===== src/rtl/scanram_pkg.sv =====
// Shared scan-RAM widths and arbiter state encoding; also used by the scan converter.
package scanram_pkg;
    localparam int unsigned SCAN_ADDR_W = 17;
    localparam int unsigned SCAN_DATA_W = 8;

    typedef enum logic {
        IDLE  = 1'b0,
        CLEAR = 1'b1
    } scan_state_t;
endpackage


===== src/rtl/scanram_wr_arbiter_if.sv =====
// Requester-side and scan-RAM write-port signals of the scan-RAM write arbiter.
interface scanram_wr_arbiter_if;
    import scanram_pkg::*;

    logic                   vid_we;
    logic [SCAN_ADDR_W-1:0] vid_addr;
    logic [SCAN_DATA_W-1:0] vid_data;
    logic                   osd_req;
    logic [SCAN_ADDR_W-1:0] osd_addr;
    logic [SCAN_DATA_W-1:0] osd_data;
    logic                   osd_ack;
    logic                   clear_req;
    logic                   busy;
    logic                   clear_done;
    logic                   ram_we;
    logic [SCAN_ADDR_W-1:0] ram_addr;
    logic [SCAN_DATA_W-1:0] ram_data;

    modport master (
        output vid_we, vid_addr, vid_data,
        output osd_req, osd_addr, osd_data, clear_req,
        input  osd_ack, busy, clear_done,
        input  ram_we, ram_addr, ram_data
    );

    modport slave (
        input  vid_we, vid_addr, vid_data,
        input  osd_req, osd_addr, osd_data, clear_req,
        output osd_ack, busy, clear_done,
        output ram_we, ram_addr, ram_data
    );
endinterface


===== src/rtl/scanram_clear_ctr.sv =====
// Clear-sweep address counter: load-zero, count enable, saturates at LAST.
module scanram_clear_ctr
    import scanram_pkg::*;
#(
    parameter logic [SCAN_ADDR_W-1:0] LAST = '1
) (
    input  logic                   i_clk,
    input  logic                   i_rst,
    input  logic                   i_load_zero,
    input  logic                   i_en,
    output logic [SCAN_ADDR_W-1:0] o_addr,
    output logic                   o_last
);
    logic [SCAN_ADDR_W-1:0] r_addr;

    always_ff @(posedge i_clk) begin
        if (i_rst || i_load_zero) begin
            r_addr <= '0;
        end else if (i_en && !o_last) begin
            r_addr <= r_addr + SCAN_ADDR_W'(1);
        end
    end

    assign o_addr = r_addr;
    assign o_last = (r_addr == LAST);
endmodule


===== src/rtl/scanram_wr_arbiter.sv =====
// Scan-RAM write arbiter: video > clear sweep > overlay, registered RAM port.
// Clear engine present only when SCANRAM_CLEAR_EN is defined.
module scanram_wr_arbiter
    import scanram_pkg::*;
#(
    parameter logic [SCAN_ADDR_W-1:0] CLEAR_LAST = 17'h1FFFF,
    parameter logic [SCAN_DATA_W-1:0] CLEAR_DATA = 8'h00
) (
    input  logic                 clk6m,
    input  logic                 reset,
    scanram_wr_arbiter_if.slave  wr
);
    logic                   w_idle;
    logic                   w_sweep;
    logic                   w_busy;
    logic                   w_done_nxt;
    logic                   w_osd_win;
    logic [SCAN_ADDR_W-1:0] w_sweep_addr;

    logic                   r_ram_we;
    logic [SCAN_ADDR_W-1:0] r_ram_addr;
    logic [SCAN_DATA_W-1:0] r_ram_data;
    logic                   r_osd_ack;
    logic                   r_clear_done;

`ifdef SCANRAM_CLEAR_EN
    scan_state_t            r_state;
    scan_state_t            w_state_nxt;
    logic                   w_load_zero;
    logic                   w_clr_last;

    scanram_clear_ctr #(
        .LAST (CLEAR_LAST)
    ) u_clear_ctr (
        .i_clk       (clk6m),
        .i_rst       (reset),
        .i_load_zero (w_load_zero),
        .i_en        (w_sweep),
        .o_addr      (w_sweep_addr),
        .o_last      (w_clr_last)
    );

    always_ff @(posedge clk6m) begin
        if (reset) begin
            r_state <= CLEAR;
        end else begin
            r_state <= w_state_nxt;
        end
    end

    // A clear_req cycle issues no sweep write; the sweep restarts at 0 next cycle.
    always_comb begin
        w_state_nxt = r_state;
        w_load_zero = wr.clear_req;
        w_sweep     = 1'b0;
        case (r_state)
            IDLE: begin
                if (wr.clear_req) begin
                    w_state_nxt = CLEAR;
                end
            end
            CLEAR: begin
                if (!wr.clear_req && !wr.vid_we) begin
                    w_sweep = 1'b1;
                    if (w_clr_last) begin
                        w_state_nxt = IDLE;
                    end
                end
            end
            default: w_state_nxt = IDLE;
        endcase
    end

    assign w_idle     = (r_state == IDLE);
    assign w_busy     = (r_state == CLEAR);
    assign w_done_nxt = w_sweep & w_clr_last;
`else
    logic w_unused_cfg;

    assign w_idle       = 1'b1;
    assign w_sweep      = 1'b0;
    assign w_busy       = 1'b0;
    assign w_done_nxt   = 1'b0;
    assign w_sweep_addr = '0;
    assign w_unused_cfg = ^{wr.clear_req, CLEAR_LAST};
`endif

    assign w_osd_win = w_idle & ~wr.vid_we & wr.osd_req;

    always_ff @(posedge clk6m) begin
        if (reset) begin
            r_ram_we     <= 1'b0;
            r_ram_addr   <= '0;
            r_ram_data   <= '0;
            r_osd_ack    <= 1'b0;
            r_clear_done <= 1'b0;
        end else begin
            r_ram_we     <= wr.vid_we | w_sweep | w_osd_win;
            r_osd_ack    <= w_osd_win;
            r_clear_done <= w_done_nxt;
            if (wr.vid_we) begin
                r_ram_addr <= wr.vid_addr;
                r_ram_data <= wr.vid_data;
            end else if (w_sweep) begin
                r_ram_addr <= w_sweep_addr;
                r_ram_data <= CLEAR_DATA;
            end else if (w_osd_win) begin
                r_ram_addr <= wr.osd_addr;
                r_ram_data <= wr.osd_data;
            end
        end
    end

    assign wr.ram_we     = r_ram_we;
    assign wr.ram_addr   = r_ram_addr;
    assign wr.ram_data   = r_ram_data;
    assign wr.osd_ack    = r_osd_ack;
    assign wr.clear_done = r_clear_done;
    assign wr.busy       = w_busy;
endmodule


===== src/flat_wrapper.sv =====
// flat-port wrapper written by rule: the top's interface ports become plain ports
module scanram_wr_arbiter_flat import scanram_pkg::*;
#(
    parameter logic [SCAN_ADDR_W-1:0] CLEAR_LAST = 17'h1FFFF,
    parameter logic [SCAN_DATA_W-1:0] CLEAR_DATA = 8'h00
)
  (clk6m, reset, wr_vid_we, wr_vid_addr, wr_vid_data, wr_osd_req, wr_osd_addr, wr_osd_data, wr_clear_req, wr_osd_ack, wr_busy, wr_clear_done, wr_ram_we, wr_ram_addr, wr_ram_data);
  scanram_wr_arbiter_if wr_i ();
  input  logic clk6m;
  input  logic reset;
  input wire logic [$bits(wr_i.vid_we)-1:0] wr_vid_we;
  input wire logic [$bits(wr_i.vid_addr)-1:0] wr_vid_addr;
  input wire logic [$bits(wr_i.vid_data)-1:0] wr_vid_data;
  input wire logic [$bits(wr_i.osd_req)-1:0] wr_osd_req;
  input wire logic [$bits(wr_i.osd_addr)-1:0] wr_osd_addr;
  input wire logic [$bits(wr_i.osd_data)-1:0] wr_osd_data;
  input wire logic [$bits(wr_i.clear_req)-1:0] wr_clear_req;
  output wire logic [$bits(wr_i.osd_ack)-1:0] wr_osd_ack;
  output wire logic [$bits(wr_i.busy)-1:0] wr_busy;
  output wire logic [$bits(wr_i.clear_done)-1:0] wr_clear_done;
  output wire logic [$bits(wr_i.ram_we)-1:0] wr_ram_we;
  output wire logic [$bits(wr_i.ram_addr)-1:0] wr_ram_addr;
  output wire logic [$bits(wr_i.ram_data)-1:0] wr_ram_data;
  assign wr_i.vid_we = wr_vid_we;
  assign wr_i.vid_addr = wr_vid_addr;
  assign wr_i.vid_data = wr_vid_data;
  assign wr_i.osd_req = wr_osd_req;
  assign wr_i.osd_addr = wr_osd_addr;
  assign wr_i.osd_data = wr_osd_data;
  assign wr_i.clear_req = wr_clear_req;
  assign wr_osd_ack = wr_i.osd_ack;
  assign wr_busy = wr_i.busy;
  assign wr_clear_done = wr_i.clear_done;
  assign wr_ram_we = wr_i.ram_we;
  assign wr_ram_addr = wr_i.ram_addr;
  assign wr_ram_data = wr_i.ram_data;
  scanram_wr_arbiter #(.CLEAR_LAST(CLEAR_LAST), .CLEAR_DATA(CLEAR_DATA)) u_core (.clk6m(clk6m), .reset(reset), .wr(wr_i));
endmodule

===== config.mk =====
export PLATFORM = sky130hd
export DESIGN_NAME = scanram_wr_arbiter_flat
export DESIGN_NICKNAME = d
export VERILOG_FILES = /design/src/rtl/scanram_pkg.sv /design/src/rtl/scanram_wr_arbiter_if.sv /design/src/rtl/scanram_clear_ctr.sv /design/src/rtl/scanram_wr_arbiter.sv /design/src/flat_wrapper.sv
export SDC_FILE = /design/constraint.sdc
export NUM_CORES = 1
export LEC_CHECK = 0
export BUFFER_PORTS_ARGS = -buffer_cell sky130_fd_sc_hd__buf_2
export CORE_MARGIN = 2
export CORE_UTILIZATION = 43
export CTS_CLUSTER_SIZE = 16
export DETAILED_ROUTE_END_ITERATION = 7
export GPL_TIMING_DRIVEN = 0
export MAX_ROUTING_LAYER = met4
export PLACE_DENSITY = 0.82
export SYNTH_ARGS = -nofsm -noshare
export SYNTH_HDL_FRONTEND = slang
export SYNTH_SLANG_ARGS = --single-unit

===== constraint.sdc =====
create_clock -name clk6m -period 1.3 [get_ports clk6m]
set_input_delay 0.065 -clock clk6m [delete_from_list [all_inputs] [get_ports clk6m]]
set_output_delay 0.065 -clock clk6m [all_outputs]
set_load 0.005 [all_outputs]

==> results of run 1 <==
[power breakdown]
group | leakage [nW] | switching, mW | total [mW] | internal [mW]
logic | 0.644 | 0.157 | 0.365 | 0.208
clock network | 0.0139 | 0.258 | 0.375 | 0.118
registers | 0.225 | 0.0284 | 0.918 | 0.890
total | 0.883 | 0.443 | 1.66 | 1.22
[state kept, by name (all words and copies together) (netlist names)]
name,flops
u_core.wr.osd_ack,1
u_core.wr.ram_we,1
u_core.wr.ram_data,8
u_core.wr.ram_addr,17
[per-stage QoR]
step	worst slack [ns]	area, µm²	hold slack (ns)
2_1_floorplan	0.501	1260	0.256
3_3_place_gp	0.300	1690	0.353
3_5_place_dp	0.265	1690	0.358
4_1_cts	0.251	1730	0.00225
5_1_grt	0.171	1770	0.00135
6_report	0.251	1770	0.00808
[worst max path at each step]
| stage | depth (start not counted) | to | slack (ns) | from |
|---|---|---|---|---|
| after CTS | 4 | u_core.wr.ram_addr[12] | 0.25 | reset |
| final | 4 | u_core.wr.ram_addr[12] | 0.25 | reset |
| after floorplan | 4 | u_core.wr.ram_addr[10] | 0.50 | wr_vid_we |
| after global routing | 4 | u_core.wr.ram_addr[12] | 0.17 | reset |
| after global placement | 4 | u_core.wr.ram_data[0] | 0.30 | wr_vid_we |
| after detailed placement | 4 | u_core.wr.ram_addr[12] | 0.26 | wr_vid_we |
[kinds of logic (layout without fill, tap and decap cells)]
| group | Yosys count | in the layout | synth area share |
|---|---|---|---|
| other cells | 1 | 2 | 0.00298 |
| compound gates | 25 | 25 | 0.149 |
| simple gates | 28 | 28 | 0.136 |
| flops | 27 | 27 | 0.430 |
| buf+inv | 14 | 100 | 0.0826 |
| mux | 25 | 25 | 0.199 |
[routing by layer]
metal | GRT usage | part of all wire | vias to the layer above
li1 | - | - | 597
met1 | 0.197 | 0.40 | 530
met2 | 0.369 | 0.52 | 47
met3 | 0.0357 | 0.071 | 4
met4 | 0.0598 | 0.0091 | 0
met5 | - | 0 | -
[cell type report]
| type | instances | area share |
|---|---|---|
| tap | 31 | 0.0220 |
| clock inverter | 1 | 0.00425 |
| multi-input combinational | 80 | 0.349 |
| clock buffer | 3 | 0.0128 |
| timing repair buffer | 82 | 0.247 |
| inverter | 1 | 0.00213 |
| buffer | 13 | 0.0567 |
| sequential | 27 | 0.306 |
[cell usage after synthesis, drive strengths merged]
master | instances | area, µm²
dfxtp | 27 | 541
inv | 1 | 3.75
mux2i | 25 | 250
buf | 9 | 85.1
conb | 1 | 3.75
nor3b | 1 | 7.51
nor2b | 25 | 156
clkbuf | 4 | 15.0
nor2 | 2 | 7.51
a211oi | 25 | 188
[critical path, delay by kind of cell]
kind | cells | cell delay, ns
AOI/OAI and AO/OA | 1 | 0.09
buffers and inverters | 3 | 1.09
==> out/results.ini, run 1 <==
[hold_path]
hold_class=in -> reg
hold_depth=3
hold_path_end=u_core.wr.ram_addr[6]
hp-start=wr_vid_addr[6]

[setup_path]
cp_max_fo=10
start_kind=input pin
cp_slowest_cell=dlygate4sd3_1
critPathKind=in -> reg
slowest_delay_ns=0.53
endpoint_kind=register
r2r_end=u_core.wr.ram_addr[15]
critical_path_required_ns=1.51
worst_r2r_path_depth=2
r2r_setup_slack_ns=0.55
r2r-start=u_core.wr.ram_addr[15]
arrival_ns=1.26
crit_chain=dlygate4sd3_1, buf_2, clkbuf_1, a211oi_1

[clocking]
cts_tree=yes
cts.sinks=27
numCtsBuffers=3
clock_latency_ns=0.33
clk_pin_slew_ns=0.15
hold_buffers=1
post_cts_resized=0
cts_buffer_depth=2
post_cts_buffers=0
htree_levels=1
root_buffer=clkbuf_4

[yosys]
avgSynthCellArea_um2=10.5
synth.cell_area_um2=1260
synth-seq-area-share=0.430
syn_inst=120
yosys_warnings=0
synth_seq_cells=27
yosysUniqueCellTypes=14

[sta]
finalCritPeriodShare=0.807
fin_setup_tns_ns=0
setup_viol=0
final-hold-violation-count=0
finalMaxSlewViolations=0
fmax_ghz=0.953
skew_ns=0
fin_crit_ns=1.05
rsz0062_at_grt=false

[detailed_routing]
first_iter_violations=22
route.vias.total=1178
via_per_inst=4.95
routed_wl_um=3180
drc=0
dr.pass1.iters=4
wl_per_cell_um=13.4
antenna_left=0

[pwr]
vdd_drop_max_mv=0.667
p_leak_nw=0.883
finalPower_mw=1.66
p_per_area_nw_per_um2=939

[cells_and_area]
drive_gt1_frac=0.435
nets=263
area_growth_pct=40.4
most-common-layout-cells=buf_2 (80), dfxtp_1 (27), mux2i_1 (25), nor2b_1 (25), a211oi_1 (25)
n_antenna_cell=0
nFillCells=232
layout_commonest_cell=buf_2
seq_area_um2=541
multi_input_area_um2=617
stdcell_count=238
final_core_util=0.640

[placement]
dp.cells=229
io_buffers=77
dp_hpwl_um=2430
gp_congestion=0.730

[global_route]
grt_max_degree=17
grt_pass1_wl_um=4930
grt_pass1_vias=1165
antenna_found_initial=0
gr-total-overflow=0
grt.total_usage=0.193

[die]
die-area_um2=3370
rows=19
start_util=0.456
boundaryPins=84
die_y_um=58.1
core_area_um2=2760
die_w_um=58.1

[run]
maxCapViolCount=0

[run_status]
outcome=finished, final reports clean

No activity file was read; power rests on OpenSTA's default activity.
==> inputs of run 2 (changes only) <==
--- a/config.mk
+++ b/config.mk
@@ -7,12 +7,12 @@
 export LEC_CHECK = 0
 export BUFFER_PORTS_ARGS = -buffer_cell sky130_fd_sc_hd__buf_2
 export CORE_MARGIN = 2
-export CORE_UTILIZATION = 43
+export CORE_UTILIZATION = 37
 export CTS_CLUSTER_SIZE = 16
 export DETAILED_ROUTE_END_ITERATION = 7
 export GPL_TIMING_DRIVEN = 0
 export MAX_ROUTING_LAYER = met4
-export PLACE_DENSITY = 0.82
+export PLACE_DENSITY = 0.75
 export SYNTH_ARGS = -nofsm -noshare
 export SYNTH_HDL_FRONTEND = slang
 export SYNTH_SLANG_ARGS = --single-unit
==> constraint.sdc (replaced) <==
create_clock -name clk6m -period 0.9 [get_ports clk6m]
set_input_delay 0.045 -clock clk6m [delete_from_list [all_inputs] [get_ports clk6m]]
set_output_delay 0.045 -clock clk6m [all_outputs]
set_load 0.005 [all_outputs]
==> run 2 against run 1 <==
  * Sequential share of layout area shrank 1.5 points
  * Sequential power grew 45%
  * Combinational power grew 52%
  * Worst setup slack lost 0.20 ns
  * Critical path type is now reg -> out
  * Register-to-register slack lost 0.42 ns
  * Final area grew 6.2%
  * First-iteration DRC count grew 95%
  * Critical path depth shrank 3
  * Clock-buffer cell count grew 1
  * Largest power group unchanged
  * Sequential cell count is the same
  * Routed wire length shrank 1.3%
==> out/results.ini, run 2 (synthesis gave the netlist of run 1 again) <==
[run_status]
outcome=finished, final reports clean

[global_route]
gr-total-overflow=0  ; unchanged
antenna_found_initial=0  ; unchanged
grt.total_usage=0.171  ; -0.0219
grt_pass1_vias=1210  ; +3.9%
grt_max_degree=15  ; -2
grt_pass1_wl_um=5290  ; +7.1%

[die]
die-area_um2=3880  ; +15%
die_w_um=62.3  ; +7.3%
rows=21  ; +2
die_y_um=62.3  ; +7.3%
boundaryPins=84  ; unchanged
start_util=0.380  ; -0.0762
core_area_um2=3310  ; +20%

[placement]
dp.cells=244  ; +6.6%
gp_congestion=0.772  ; +5.7%
dpl_cell_area_um2=1700  ; +1.1%
io_buffers=77  ; unchanged
pre_cts_ws_ns=-0.121  ; -0.385 ns
dp_hpwl_um=2240  ; -8.0%

[detailed_routing]
drc=0  ; unchanged
routed_wl_um=3140  ; -1.3%
route.vias.total=1199  ; +1.8%
antenna_left=0  ; unchanged
wl_per_cell_um=12.0  ; -10%
via_per_inst=4.58  ; -7.5%
dr.pass1.iters=4  ; unchanged
first_iter_violations=43  ; +95%

[pwr]
p_sw_frac=0.257  ; -0.0104
internal-power_mw=1.79  ; +47%
seqPwrFrac=0.553  ; about the same
p_comb_frac=0.231  ; +0.011
p_switching_mw=0.617  ; +39%
p_per_area_nw_per_um2=1280  ; +36%
p_leak_nw=0.923  ; +4.5%
vdd_drop_max_mv=0.494  ; -26%
clkPwrFrac=0.216  ; -0.010
finalPower_mw=2.40  ; +45%

[setup_path]
critical_path_required_ns=0.85  ; -0.66 ns
cp_num_cells=1  ; -3
critPathKind=reg -> out
arrival_ns=0.80  ; -0.46 ns
cp_slowest_cell=dfxtp_1
slowest_delay_ns=0.37  ; -0.16 ns
r2r_end=u_core.wr.ram_data[6]
worst_r2r_path_depth=2  ; unchanged
r2r-start=u_core.wr.ram_data[6]
cp.buffers_inverters=1  ; -2
r2r_setup_slack_ns=0.13  ; -0.42 ns
start_kind=register
crit_family=flip-flops
cp_max_fo=2  ; -8
endpoint_kind=output port
crit_chain=buf_2

[hold_path]
hold_class=in -> reg
hold_path_end=u_core.wr.ram_addr[14]
hold_depth=3  ; unchanged
hp-start=wr_vid_addr[14]

[cells_and_area]
final_core_util=0.567  ; -0.0737
largest_register_ffs=17  ; unchanged
nets=272  ; +3.4%
n_antenna_cell=0  ; unchanged
layout_commonest_cell=buf_2
area_growth_pct=49.2
stdcell_count=262  ; +10%
most-common-layout-cells=buf_2 (80), mux2i_1 (25), nor2b_1 (25), a211oi_1 (25), dfxtp_1 (23)
fin_area_um2=1880  ; +6.2%
multi_input_area_um2=617  ; unchanged
seq_area_um2=546  ; +0.93%
nFillCells=301  ; +30%
drive_gt1_frac=0.431  ; -0.00423

[sta]
rsz0062_at_grt=false
setup_viol=0  ; unchanged
fin_setup_tns_ns=0  ; unchanged
fmax_ghz=1.18
finalMaxSlewViolations=0  ; unchanged
skew_ns=0  ; unchanged
worst_slack_ns=0.0522  ; -0.199 ns
fin_crit_ns=0.848
whs_ns=0.00132  ; -0.00676 ns
final-hold-violation-count=0  ; unchanged
finalCritPeriodShare=0.942

[clocking]
cts.sinks=27  ; unchanged
clk_pin_slew_ns=0.14  ; about the same
cts_buffer_depth=2  ; unchanged
cts_tree=yes
root_buffer=clkbuf_4
post_cts_buffers=0  ; unchanged
clock_latency_ns=0.31  ; -0.02 ns
numCtsBuffers=3  ; unchanged
htree_levels=1  ; unchanged

[run]
maxCapViolCount=0  ; unchanged

-- run 2: power by group through the flow --
| stage | clock network [mW] | registers (mW) | logic (mW) |
|---|---|---|---|
| after floorplan | 0 | 1.36 | 0.261 |
| after global placement | 0 | 1.35 | 0.505 |
| after detailed placement | 0 | 1.35 | 0.512 |
| after CTS | 0.542 | 1.33 | 0.551 |
| after global routing | 0.596 | 1.34 | 0.616 |
| final | 0.520 | 1.33 | 0.555 |
-- run 2: cell type report --
type | count | share of cell area
multi-input combinational | 80 | 0.329
sequential | 27 | 0.291
timing repair buffer | 91 | 0.280
buffer | 13 | 0.0534
tap | 46 | 0.0307
clock buffer | 4 | 0.0140
inverter | 1 | 0.00200
-- run 2: worst register-to-register path, stage by stage, from the launching register on --
cell and delay (ns):
dfxtp_1 0.37, mux2i_1 0.07, a211oi_1 0.25
-- run 2: repair_timing --
action,in CTS,in global routing
setup endpoints to repair,0,4
endpoints found under the hold margin,13,3
resized for setup,0,4
hold buffers,11,3
-- run 2: per-layer routing --
layer  share of wire  wire, µm  global-route usage  vias to the layer above
li1                -         -                   -                      615
met3           0.074       232              0.0435                        2
met5               0         0                   -                        -
met4          0.0038        12              0.0611                        0
met1            0.45      1420               0.208                      530
met2            0.47      1470               0.277                       52
-- run 2: worst max-delay path by stage --
| stage | endpoint | startpoint | slack [ns] |
|---|---|---|---|
| 2_1_floorplan | u_core.wr.ram_addr[10] | wr_vid_we | 0.12 |
| 3_3_place_gp | u_core.wr.ram_addr[15] | wr_vid_we | -0.16 |
| 3_5_place_dp | u_core.wr.ram_addr[15] | wr_vid_we | -0.12 |
| 4_1_cts | wr_ram_data[6] | u_core.wr.ram_data[6] | 0.03 |
| 5_1_grt | wr_ram_data[7] | u_core.wr.ram_data[7] | 0.002 |
| 6_report | wr_ram_data[6] | u_core.wr.ram_data[6] | 0.05 |
==> inputs of run 3 (changes only) <==
--- a/config.mk
+++ b/config.mk
@@ -5,9 +5,10 @@
 export SDC_FILE = /design/constraint.sdc
 export NUM_CORES = 1
 export LEC_CHECK = 0
+export ABC_AREA = 1
 export BUFFER_PORTS_ARGS = -buffer_cell sky130_fd_sc_hd__buf_2
-export CORE_MARGIN = 2
-export CORE_UTILIZATION = 37
+export CORE_MARGIN = 1.5
+export CORE_UTILIZATION = 38
 export CTS_CLUSTER_SIZE = 16
 export DETAILED_ROUTE_END_ITERATION = 7
 export GPL_TIMING_DRIVEN = 0
==> run 3 against run 2 <==
  * First-iteration DRC count up 77%
  * Area after synthesis increased by 6.7%
  * Sequential share of layout area shrank 0.21 points
  * Synthesized cell count up 65%
  * Combinational power fell by 1%
  * Critical path type unchanged
  * Critical endpoint is now wr_ram_addr[13]
  * Largest cell class is now multi-input combinational cells
  * Largest power group unchanged
==> out/results.ini, run 3 <==
[global_route]
grt_pass1_vias=1411  ; +17%
grt_max_degree=15  ; unchanged
gr-total-overflow=0  ; unchanged
grt_pass1_wl_um=6130  ; +16%
antenna_found_initial=0  ; unchanged
grt.total_usage=0.196  ; +0.0248

[detailed_routing]
highest_layer=met4
route.met3.wl_um=197  ; -15%
via_per_inst=4.53  ; -1.1%
antenna_left=0  ; unchanged
routed_wl_um=3490  ; +11%
m1WireLength_um=1570  ; +10%
drc=0  ; unchanged
dr.pass1.iters=4  ; unchanged
wl_per_cell_um=10.4  ; -13%
routed-wl-met2_um=1690  ; +15%
first_iter_violations=76  ; +77%
route.vias.total=1516  ; +26%

[yosys]
ys_top_cells_by_area=dfxtp_1 (40%), nand2_1 (19%), nand3_1 (19%)
yosys.area.top_type=dfxtp_1
avgSynthCellArea_um2=6.77  ; -35%
ys_top_cells_by_count=nand2_1 (67), nand3_1 (50), dfxtp_1 (27), inv_1 (25), nand2_2 (9)
syn_inst=198  ; +65%
synth-seq-area-share=0.403  ; -0.0269
synthMostInstantiatedCell=nand2_1
synthArstFlopShare=0  ; unchanged
synth_edf_count=0  ; unchanged
yosysTopAreaCellShare=0.403  ; -0.0269
synth.cell_area_um2=1340  ; +6.7%
yosysUniqueCellTypes=14  ; unchanged
synth_flop_cell=dfxtp_1
yosys_warnings=0  ; unchanged
synth_seq_cells=27  ; unchanged

[placement]
gp_congestion=0.779  ; +0.95%
io_buffers=78  ; +1.3%
dp_hpwl_um=2480  ; +11%

[clocking]
cts.sinks=27  ; unchanged
clk_pin_slew_ns=0.14  ; about the same
cts_buffer_depth=2  ; unchanged
root_buffer=clkbuf_4
clock_latency_ns=0.31  ; about the same
post_cts_buffers=0  ; unchanged
htree_levels=1  ; unchanged
cts_tree=yes
numCtsBuffers=3  ; unchanged

[cells_and_area]
area_growth_pct=42.4
nets=345  ; +27%
nFillCells=343  ; +14%
most-common-layout-cells=buf_2 (83), nand2_1 (67), nand3_1 (50)
n_antenna_cell=0  ; unchanged
largest_register_ffs=17  ; unchanged
layout_commonest_cell=buf_2
drive_gt1_frac=0.401  ; -0.0292

[pwr]
vdd_drop_max_mv=1.00  ; +100%
p_leak_nw=1.18  ; +28%
p_per_area_nw_per_um2=1240  ; -3.0%

[setup_path]
r2r_setup_slack_ns=0.26  ; +0.13 ns
cp.buffers_inverters=1  ; unchanged
arrival_ns=0.80  ; about the same
crit_chain=buf_2
startpoint=u_core.wr.ram_addr[13]
crit_family=flip-flops
endpoint_kind=output port
cp_num_cells=1  ; unchanged
r2r-start=u_core.wr.ram_addr[12]
cp_max_fo=2  ; unchanged
slowest_delay_ns=0.37  ; about the same
critical_path_required_ns=0.85  ; about the same
critPathKind=reg -> out
worst_r2r_path_depth=4  ; +2
r2r_end=u_core.wr.ram_addr[12]
start_kind=register
critPathCapture=wr_ram_addr[13]
cp_slowest_cell=dfxtp_1

[sta]
setup_viol=0  ; unchanged
fin_crit_ns=0.844  ; -0.00345 ns
fmax_ghz=1.18  ; +0.41%
whs_ns=0.000295  ; -0.00102 ns
final-hold-violation-count=0  ; unchanged
rsz0062_at_grt=false
finalMaxSlewViolations=0  ; unchanged
fin_setup_tns_ns=0  ; unchanged
skew_ns=0  ; unchanged
finalCritPeriodShare=0.938  ; -0.00384

[run_status]
outcome=finished, final reports clean

[run]
maxCapViolCount=0  ; unchanged

[die]
die-area_um2=3900  ; +0.37%
start_util=0.399  ; +0.0190
boundaryPins=84  ; unchanged
die_y_um=62.4  ; +0.18%
die_w_um=62.4  ; +0.18%
core_area_um2=3360  ; +1.6%
rows=21  ; unchanged

[hold_path]
hold_class=in -> reg
hold_depth=4  ; +1

run 3: cell types whose count changed in the layout (fill, tap and decap cells not counted), moves of 2 or more:
cell and delta:
buf_12 -2, mux2i_1 -25, nand2_2 +9, nor2b_1 -25
buf_2 +3, nand3_1 +50, dfxtp_2 +5, nand2_1 +67
clkbuf_1 -4, inv_1 +25, buf_4 +4, a211oi_1 -25
dfxtp_1 -5, dlygate4sd3_1 -6
run 3: layout make-up:
class                      instances  area, µm²  share of cell area
buffer                            14        108              0.0563
clock buffer                       4       26.3              0.0138
inverter                          27        104              0.0544
multi-input combinational        131        593               0.310
sequential                        27        552               0.289
tap                               46       57.6              0.0301
timing repair buffer              86        470               0.246
run 3: worst min path at each step:
stage	end	slack, ns	startpoint
floorplan	u_core.wr.osd_ack	0.12	reset
global placement	u_core.wr.osd_ack	0.25	reset
detailed placement	u_core.wr.osd_ack	0.26	reset
CTS	u_core.wr.ram_data[6]	0.0001	wr_vid_data[6]
global route	u_core.wr.ram_data[4]	0.008	wr_vid_data[4]
finish	u_core.wr.ram_data[7]	0.0003	reset
run 3: report_power, final:
part           total [mW]  leakage, nW  switching [mW]  internal (mW)
Sequential           1.32        0.227          0.0386           1.28
Clock               0.510       0.0150           0.337          0.173
Combinational       0.548        0.937           0.267          0.280
run 3: worst min-delay path: stages:
cell and delay [ns]:
buf_2 0.10, inv_2 0.07, nand2_1 0.07, inv_1 0.03
run 3: repair_timing:
| item | in CTS | in global routing |
|---|---|---|
| hold buffers | 7 | 1 |
| hold endpoints to repair | 8 | 1 |
| setup endpoints to repair | 0 | 9 |
| resized for setup | 0 | 9 |
run 3: per-stage QoR:
step	power (mW)	util	worst slack [ns]	std cells	area, µm²
finish	2.37	0.568	0.0557	335	1910
global route	2.56	0.568	0.00140	335	1910
CTS	2.41	0.562	0.0255	334	1890
detailed placement	1.86	0.533	0.0750	323	1790
global placement	1.86	0.533	0.0898	323	1790
floorplan	1.62	-	0.192	199	1350
run 3: logic make-up (layout without fill, tap and decap cells):
logic type             count (synthesis)  in the layout  share of synthesized area
and+or+nand+nor                      129            129                      0.437
DFF                                   27             27                      0.403
other                                  1              2                    0.00280
buffers and inverters                 41            131                      0.158
run 3: layer usage:
layer / global-route usage / vias to the layer above
li1: - / 788
met1: 0.244 / 675
met2: 0.339 / 51
met3: 0.0288 / 2
met4: 0.0417 / 0
met5: - / -
